`src/rtl/sys_bus_ctrl.sv`:
```
// ---------------------------------------------------------------------------
// sys_bus_ctrl
//   CPU-side bus controller. A single valid/ready master request is decoded
//   against NSLAVE address windows (addr[31:24] prefix/mask), the request is
//   latched and broadcast to the slaves, and the selected slave is given a
//   one-hot s_valid for the whole access phase. Slaves are either
//   fixed-latency (wait-state count) or handshaking (own s_ready, marked by a
//   wait value of 4'hF). Hung accesses are aborted by a timeout. Misses and
//   timeouts return DEFAULT_DATA with m_err and are logged.
//
// Ports
//   clk, rst            system clock, synchronous active-high reset
//   m_addr/m_wdata      master byte address / write data
//   m_lane/m_wr         master byte enables / direction (1 = write)
//   m_valid             master request, held until m_ready
//   m_rdata/m_ready     read data / one-cycle completion strobe
//   m_err               error flag qualifying m_ready
//   s_valid             one-hot slave select during the access phase
//   s_addr/s_wdata      latched address / write data (broadcast)
//   s_lane/s_wr         latched byte enables / direction (broadcast)
//   s_rdata             packed slave read data (slave i at [32i+31:32i])
//   s_ready             per-slave completion (handshake slaves only)
//   err_addr            address of the most recent errored access
//   err_count           errored-access count, saturating at 255
// ---------------------------------------------------------------------------
module sys_bus_ctrl #(
    parameter int                    NSLAVE       = 4,
    parameter logic [8*NSLAVE-1:0]   SLAVE_BASE   = {8'h14, 8'h13, 8'h11, 8'h00},
    parameter logic [8*NSLAVE-1:0]   SLAVE_MASK   = {8'hFF, 8'hFF, 8'hFF, 8'hF0},
    parameter logic [4*NSLAVE-1:0]   SLAVE_WAIT   = {4'd0, 4'd0, 4'hF, 4'd0},
    parameter int                    TIMEOUT      = 255,
    parameter logic [31:0]           DEFAULT_DATA = 32'hFFFF_FFFF
) (
    input  logic                   clk,
    input  logic                   rst,
    input  logic [31:0]            m_addr,
    input  logic [31:0]            m_wdata,
    input  logic [3:0]             m_lane,
    input  logic                   m_wr,
    input  logic                   m_valid,
    output logic [31:0]            m_rdata,
    output logic                   m_ready,
    output logic                   m_err,
    output logic [NSLAVE-1:0]      s_valid,
    output logic [31:0]            s_addr,
    output logic [31:0]            s_wdata,
    output logic [3:0]             s_lane,
    output logic                   s_wr,
    input  logic [NSLAVE*32-1:0]   s_rdata,
    input  logic [NSLAVE-1:0]      s_ready,
    output logic [31:0]            err_addr,
    output logic [7:0]             err_count
);

    localparam int          SEL_W   = (NSLAVE > 1) ? $clog2(NSLAVE) : 1;
    localparam int          PW      = 8;    // prefix/mask field width
    localparam int          WW      = 4;    // wait field width
    localparam int          DW      = 32;   // data width per slave
    localparam logic [15:0] TO_LAST = 16'(TIMEOUT - 1);

    typedef enum logic [1:0] {
        ST_IDLE   = 2'd0,
        ST_ACCESS = 2'd1,
        ST_DONE   = 2'd2
    } state_t;

    state_t              state_q,     state_d;
    logic [SEL_W-1:0]    sel_q,       sel_d;
    logic [15:0]         acc_cnt_q,   acc_cnt_d;
    logic                post_done_q, post_done_d;
    logic [31:0]         m_rdata_q,   m_rdata_d;
    logic                m_ready_q,   m_ready_d;
    logic                m_err_q,     m_err_d;
    logic [NSLAVE-1:0]   s_valid_q,   s_valid_d;
    logic [31:0]         s_addr_q,    s_addr_d;
    logic [31:0]         s_wdata_q,   s_wdata_d;
    logic [3:0]          s_lane_q,    s_lane_d;
    logic                s_wr_q,      s_wr_d;
    logic [31:0]         err_addr_q,  err_addr_d;
    logic [7:0]          err_count_q, err_count_d;

    logic                hit_s;
    logic [SEL_W-1:0]    hit_idx_s;
    logic [3:0]          sel_wait_s;
    logic [31:0]         sel_rdata_s;
    logic                sel_ready_s;
    logic                is_hs_s;
    logic                complete_s;
    logic                timeout_s;

    // Saturating increment for the error counter.
    function automatic logic [7:0] sat_inc8(input logic [7:0] v);
        if (v == 8'hFF) begin
            return v;
        end else begin
            return v + 8'd1;
        end
    endfunction

    // Address decode; scanning from the top down lets the lowest index win.
    always_comb begin
        hit_s     = 1'b0;
        hit_idx_s = '0;
        for (int i = NSLAVE - 1; i >= 0; i--) begin
            if ((m_addr[31:24] & SLAVE_MASK[i*PW +: PW]) ==
                (SLAVE_BASE[i*PW +: PW] & SLAVE_MASK[i*PW +: PW])) begin
                hit_s     = 1'b1;
                hit_idx_s = SEL_W'(i);
            end else begin
                hit_s     = hit_s;
                hit_idx_s = hit_idx_s;
            end
        end
    end

    // Attributes and responses of the slave latched for the current access.
    always_comb begin
        sel_wait_s  = 4'd0;
        sel_rdata_s = 32'd0;
        sel_ready_s = 1'b0;
        for (int i = 0; i < NSLAVE; i++) begin
            if (sel_q == SEL_W'(i)) begin
                sel_wait_s  = SLAVE_WAIT[i*WW +: WW];
                sel_rdata_s = s_rdata[i*DW +: DW];
                sel_ready_s = s_ready[i];
            end else begin
                sel_wait_s  = sel_wait_s;
                sel_rdata_s = sel_rdata_s;
                sel_ready_s = sel_ready_s;
            end
        end
    end

    // Access completion and timeout detection. acc_cnt_q holds the number of
    // access cycles already spent, so cycle t of the access sees t-1.
    always_comb begin
        is_hs_s = (sel_wait_s == 4'hF);
        if (is_hs_s) begin
            complete_s = sel_ready_s;
        end else begin
            complete_s = (acc_cnt_q == {12'd0, sel_wait_s});
        end
        timeout_s = (acc_cnt_q == TO_LAST);
    end

    // Next-state and registered-output computation for the access FSM.
    always_comb begin
        state_d     = state_q;
        sel_d       = sel_q;
        acc_cnt_d   = acc_cnt_q;
        post_done_d = 1'b0;
        m_rdata_d   = m_rdata_q;
        m_ready_d   = 1'b0;
        m_err_d     = m_err_q;
        s_valid_d   = s_valid_q;
        s_addr_d    = s_addr_q;
        s_wdata_d   = s_wdata_q;
        s_lane_d    = s_lane_q;
        s_wr_d      = s_wr_q;
        err_addr_d  = err_addr_q;
        err_count_d = err_count_q;

        case (state_q)
            ST_IDLE: begin
                s_valid_d = '0;
                // The cycle right after DONE ignores m_valid: a master that
                // reacts to m_ready one cycle late is still showing the
                // request that has just finished.
                if (m_valid && !post_done_q) begin
                    s_addr_d  = m_addr;
                    s_wdata_d = m_wdata;
                    s_lane_d  = m_lane;
                    s_wr_d    = m_wr;
                    sel_d     = hit_idx_s;
                    acc_cnt_d = 16'd0;
                    if (hit_s) begin
                        state_d   = ST_ACCESS;
                        s_valid_d = NSLAVE'(1'b1) << hit_idx_s;
                    end else begin
                        state_d     = ST_DONE;
                        m_ready_d   = 1'b1;
                        m_err_d     = 1'b1;
                        m_rdata_d   = DEFAULT_DATA;
                        err_addr_d  = m_addr;
                        err_count_d = sat_inc8(err_count_q);
                    end
                end else begin
                    state_d = ST_IDLE;
                end
            end

            ST_ACCESS: begin
                // Completion is checked first so that a slave finishing in
                // the timeout cycle still completes without error.
                if (complete_s) begin
                    state_d   = ST_DONE;
                    m_ready_d = 1'b1;
                    m_err_d   = 1'b0;
                    m_rdata_d = sel_rdata_s;
                    s_valid_d = '0;
                end else if (timeout_s) begin
                    state_d     = ST_DONE;
                    m_ready_d   = 1'b1;
                    m_err_d     = 1'b1;
                    m_rdata_d   = DEFAULT_DATA;
                    s_valid_d   = '0;
                    err_addr_d  = s_addr_q;
                    err_count_d = sat_inc8(err_count_q);
                end else begin
                    acc_cnt_d = acc_cnt_q + 16'd1;
                end
            end

            ST_DONE: begin
                state_d     = ST_IDLE;
                post_done_d = 1'b1;
                s_valid_d   = '0;
            end

            default: begin
                state_d   = ST_IDLE;
                s_valid_d = '0;
            end
        endcase
    end

    // State and output registers with synchronous reset.
    always_ff @(posedge clk) begin
        if (rst) begin
            state_q     <= ST_IDLE;
            sel_q       <= '0;
            acc_cnt_q   <= 16'd0;
            post_done_q <= 1'b0;
            m_rdata_q   <= 32'd0;
            m_ready_q   <= 1'b0;
            m_err_q     <= 1'b0;
            s_valid_q   <= '0;
            s_addr_q    <= 32'd0;
            s_wdata_q   <= 32'd0;
            s_lane_q    <= 4'd0;
            s_wr_q      <= 1'b0;
            err_addr_q  <= 32'd0;
            err_count_q <= 8'd0;
        end else begin
            state_q     <= state_d;
            sel_q       <= sel_d;
            acc_cnt_q   <= acc_cnt_d;
            post_done_q <= post_done_d;
            m_rdata_q   <= m_rdata_d;
            m_ready_q   <= m_ready_d;
            m_err_q     <= m_err_d;
            s_valid_q   <= s_valid_d;
            s_addr_q    <= s_addr_d;
            s_wdata_q   <= s_wdata_d;
            s_lane_q    <= s_lane_d;
            s_wr_q      <= s_wr_d;
            err_addr_q  <= err_addr_d;
            err_count_q <= err_count_d;
        end
    end

    assign m_rdata   = m_rdata_q;
    assign m_ready   = m_ready_q;
    assign m_err     = m_err_q;
    assign s_valid   = s_valid_q;
    assign s_addr    = s_addr_q;
    assign s_wdata   = s_wdata_q;
    assign s_lane    = s_lane_q;
    assign s_wr      = s_wr_q;
    assign err_addr  = err_addr_q;
    assign err_count = err_count_q;

endmodule

```
`config.mk`:
```
export PLATFORM = sky130hd
export DESIGN_NAME = sys_bus_ctrl
export DESIGN_NICKNAME = d
export VERILOG_FILES = /design/src/rtl/sys_bus_ctrl.sv
export SDC_FILE = /design/constraint.sdc
export NUM_CORES = 1
export LEC_CHECK = 0
export ABC_AREA = 1
export CORE_ASPECT_RATIO = 2
export CORE_MARGIN = 2
export CORE_UTILIZATION = 40
export DETAILED_ROUTE_END_ITERATION = 8
export PLACE_DENSITY = 0.8
export SLEW_MARGIN = 10
export SYNTH_ARGS = -nofsm -noshare
export SYNTH_HDL_FRONTEND = slang
export SYNTH_SLANG_ARGS = --single-unit
```
`constraint.sdc`:
```
create_clock -name clk -period 2.6 [get_ports clk]
set_input_delay 0.39 -clock clk [delete_from_list [all_inputs] [get_ports clk]]
set_output_delay 0.39 -clock clk [all_outputs]
set_load 0.05 [all_outputs]
```
==> reports/qor.txt <==
Worst-path fanout max -> 7
Most common cell in the synthesized netlist -> nand2_1
Total wire length -> 27.6 mm
Mean post-synth cell area -> 6.45 um2
I/O Buffers -> 347
Leakage -> 5.19 nW
Slowest-stage cell, CP -> clkdlybuf4s50_1
Setup Buffers After CTS -> 0
Adder-cell share of the synthesized area -> 0.470%
Sequential cell area -> 0.00336 mm2
GRT overflow -> 0
Die area -> 0.0212 mm2
Cell taking the most area after synthesis -> dfxtp_1
DRC marker count from the first detailed-route iteration -> 441
RD Place Congestion -> 0.930
First-pass DRT Iterations -> 5
Syn. warnings -> 0
Synthesized Nets -> 1447
Synth unique cells -> 32
Post-Syn Area -> 0.00799 mm2
Clk root buf -> clkbuf_16
DRC errors left -> 0
Top-area cell type share of the netlist area -> 42.1%
Power Density -> 625 mW/mm2
Bufs on Longest Clock Path -> 2
Ys async rst share -> 0%
Peak supply drop -> 449 uV
Max-Slew Margin vs Limit -> 59.2%
Worst-margin pin slew -> 611 ps
CP endpoint kind -> output port
GRT Overall Usage -> 25.5%
Post-synthesis compound-gate area fraction -> 10.3%
Slowest stage delay, CP -> 860 ps
Initial antenna violation count -> 0
Setup TNS Final -> 0 ps
Multiplexer area fraction after synthesis -> 0%
Slew Limit Fails -> 0
Synth Area in XOR/XNOR -> 1.42%
CTS buffer count -> 17
Yosys reg bits -> 168
Post-CTS Hold Buffers -> 0
WP data required -> 2210 ps
# IOs -> 351
First-pass GRT wire length -> 43.2 mm
Setup crit start kind -> register
CP bufs+invs -> 1
Post-DP HPWL -> 20.2 mm
# rows -> 73
Period utilisation layout -> 82.2%
Clk_skew -> 6.33 ps
Clock Latency Late Sink -> 430 ps
Initial core utilization -> 40.5%
PostCTS Resize Cnt -> 0
Via density -> 4.84
Mapped Cells -> 1240
Largest family of logic cells by synthesized area -> simple AND/OR/NAND/NOR gates
Status -> complete, no violations
Post-synthesis sequential area ratio -> 42.1%
Antenna-violating nets left -> 0
Worst min-delay path class -> register to register
Die H -> 204 um
Wirelength per Cell -> 15.1 um
Setup CP Type -> register to output port
CTS tree -> yes
CP Cell Sequence -> clkdlybuf4s50_1
Setup violators final -> 0
CP Data Arrival Time -> 1750 ps
Deepest level of the CTS H-tree -> 4
Max-Cap Viols -> 0
Post-Synth Simple-Gate Area -> 38.0%
# diodes -> 0
Cell family with most CP delay -> buffers and inverters
Final min period -> 2140 ps
Die W -> 104 um
Area delta synth->final -> 53.9%
CTS clk-pin slew, worst paths -> 70 ps
Footprint of the multi-input gates -> 0.00402 mm2
Vias in the first global route -> 8433
Area contributors post-synth -> dfxtp_1 (42%), nand2_1 (18%), nor2_1 (13%)
FILL cells -> 1781
Main synth FF type -> dfxtp_1
Layout cell share with drive strength beyond 1 -> 4.53%
Final hold vios -> 0
Clock sinks -> 168
DR vias -> 8849
Top cells by count, synth -> nand2_1 (378), nor2_1 (278), dfxtp_1 (168), o21ai_0 (81), inv_1 (73)
Pin count of the biggest net entering global routing -> 66
Total power -> 7.69 mW
Nets -> 1761
Post-synth EDFFs -> 0
Maximum clock rate -> 468 MHz
Unrepaired setup endpoints after global routing -> false
Placeable Area -> 0.0197 mm2
## through the flow
stage / instance area (um2) / util (%) / hold WS, ps / setup WS (ps) / cells
6_report: 12300 / 62.3 / 450 / 462 / 1828
2_1_floorplan: 7990 / - / 421 / 800 / 1240
3_3_place_gp: 11700 / 59.1 / 436 / 295 / 1797
4_1_cts: 12300 / 62.3 / 456 / 430 / 1828
5_1_grt: 12300 / 62.3 / 492 / 293 / 1828
3_5_place_dp: 11700 / 59.1 / 455 / 261 / 1797
## cell type report
type                    instances  area share [%]
clock buffers                  20            3.79
well taps                     262            2.67
multi-input cells             923            32.7
repair buffers                366            29.8
flip-flops and latches        168            27.3
clock inverters                11            1.38
inverters                      78            2.39
## kinds of logic after synthesis
logic type,Yosys count
DFF,168
AOI/OAI and AO/OA,153
and+or+nand+nor,754
buffers and inverters,149
xor gates and xnor gates,13
adders and majority gates,3
## power breakdown
part	switching, mW	internal (mW)
sequential	0.121	2.78
clock	1.05	1.68
combinational	1.28	0.782
## registers in the layout, indices dropped and copies added, names as in the netlist, 2 cells and up
register and flops:
err_addr 32, m_rdata 32, s_addr 32, s_wdata 32, acc_cnt_q 16, err_count 8, s_lane 4, s_valid 4
sel_q 2, state_q 2
## routing by layer
| layer | vias to the layer above | track usage, % | wire [um] |
|---|---|---|---|
| li1 | 4526 | - | - |
| met3 | 61 | 6.89 | 1960 |
| met4 | 0 | 11.3 | 1060 |
| met5 | - | 0 | 0 |
| met1 | 3926 | 27.4 | 10100 |
| met2 | 336 | 46.3 | 14400 |
## placed cells by master (no fill, tap or decap), drive strengths merged, types with 3 or more instances in the layout
| cell | count |
|---|---|
| nand2 | 381 |
| clkdlybuf4s50 | 346 |
| nor2 | 282 |
| dfxtp | 168 |
| o21ai | 82 |
| inv | 78 |
| a21oi | 54 |
| nand3 | 35 |
| nand4 | 31 |
| nor3 | 23 |
| clkbuf | 20 |
| buf | 20 |
| a211oi | 14 |
| xor2 | 9 |
| xnor2 | 4 |
| bufinv | 4 |
| clkinv | 4 |
| ha | 3 |
| clkinvlp | 3 |
## final timing paths
kind | start | cells past startpoint | slack [ps] | end
min reg2reg | state_q[0] | 1 | 450 | post_done_q
max | err_count[2] | 1 | 460 | err_count[2]
min | state_q[0] | 1 | 450 | post_done_q
max reg2reg | acc_cnt_q[0] | 10 | 510 | acc_cnt_q[3]
(Power assumes the default switching activity.)
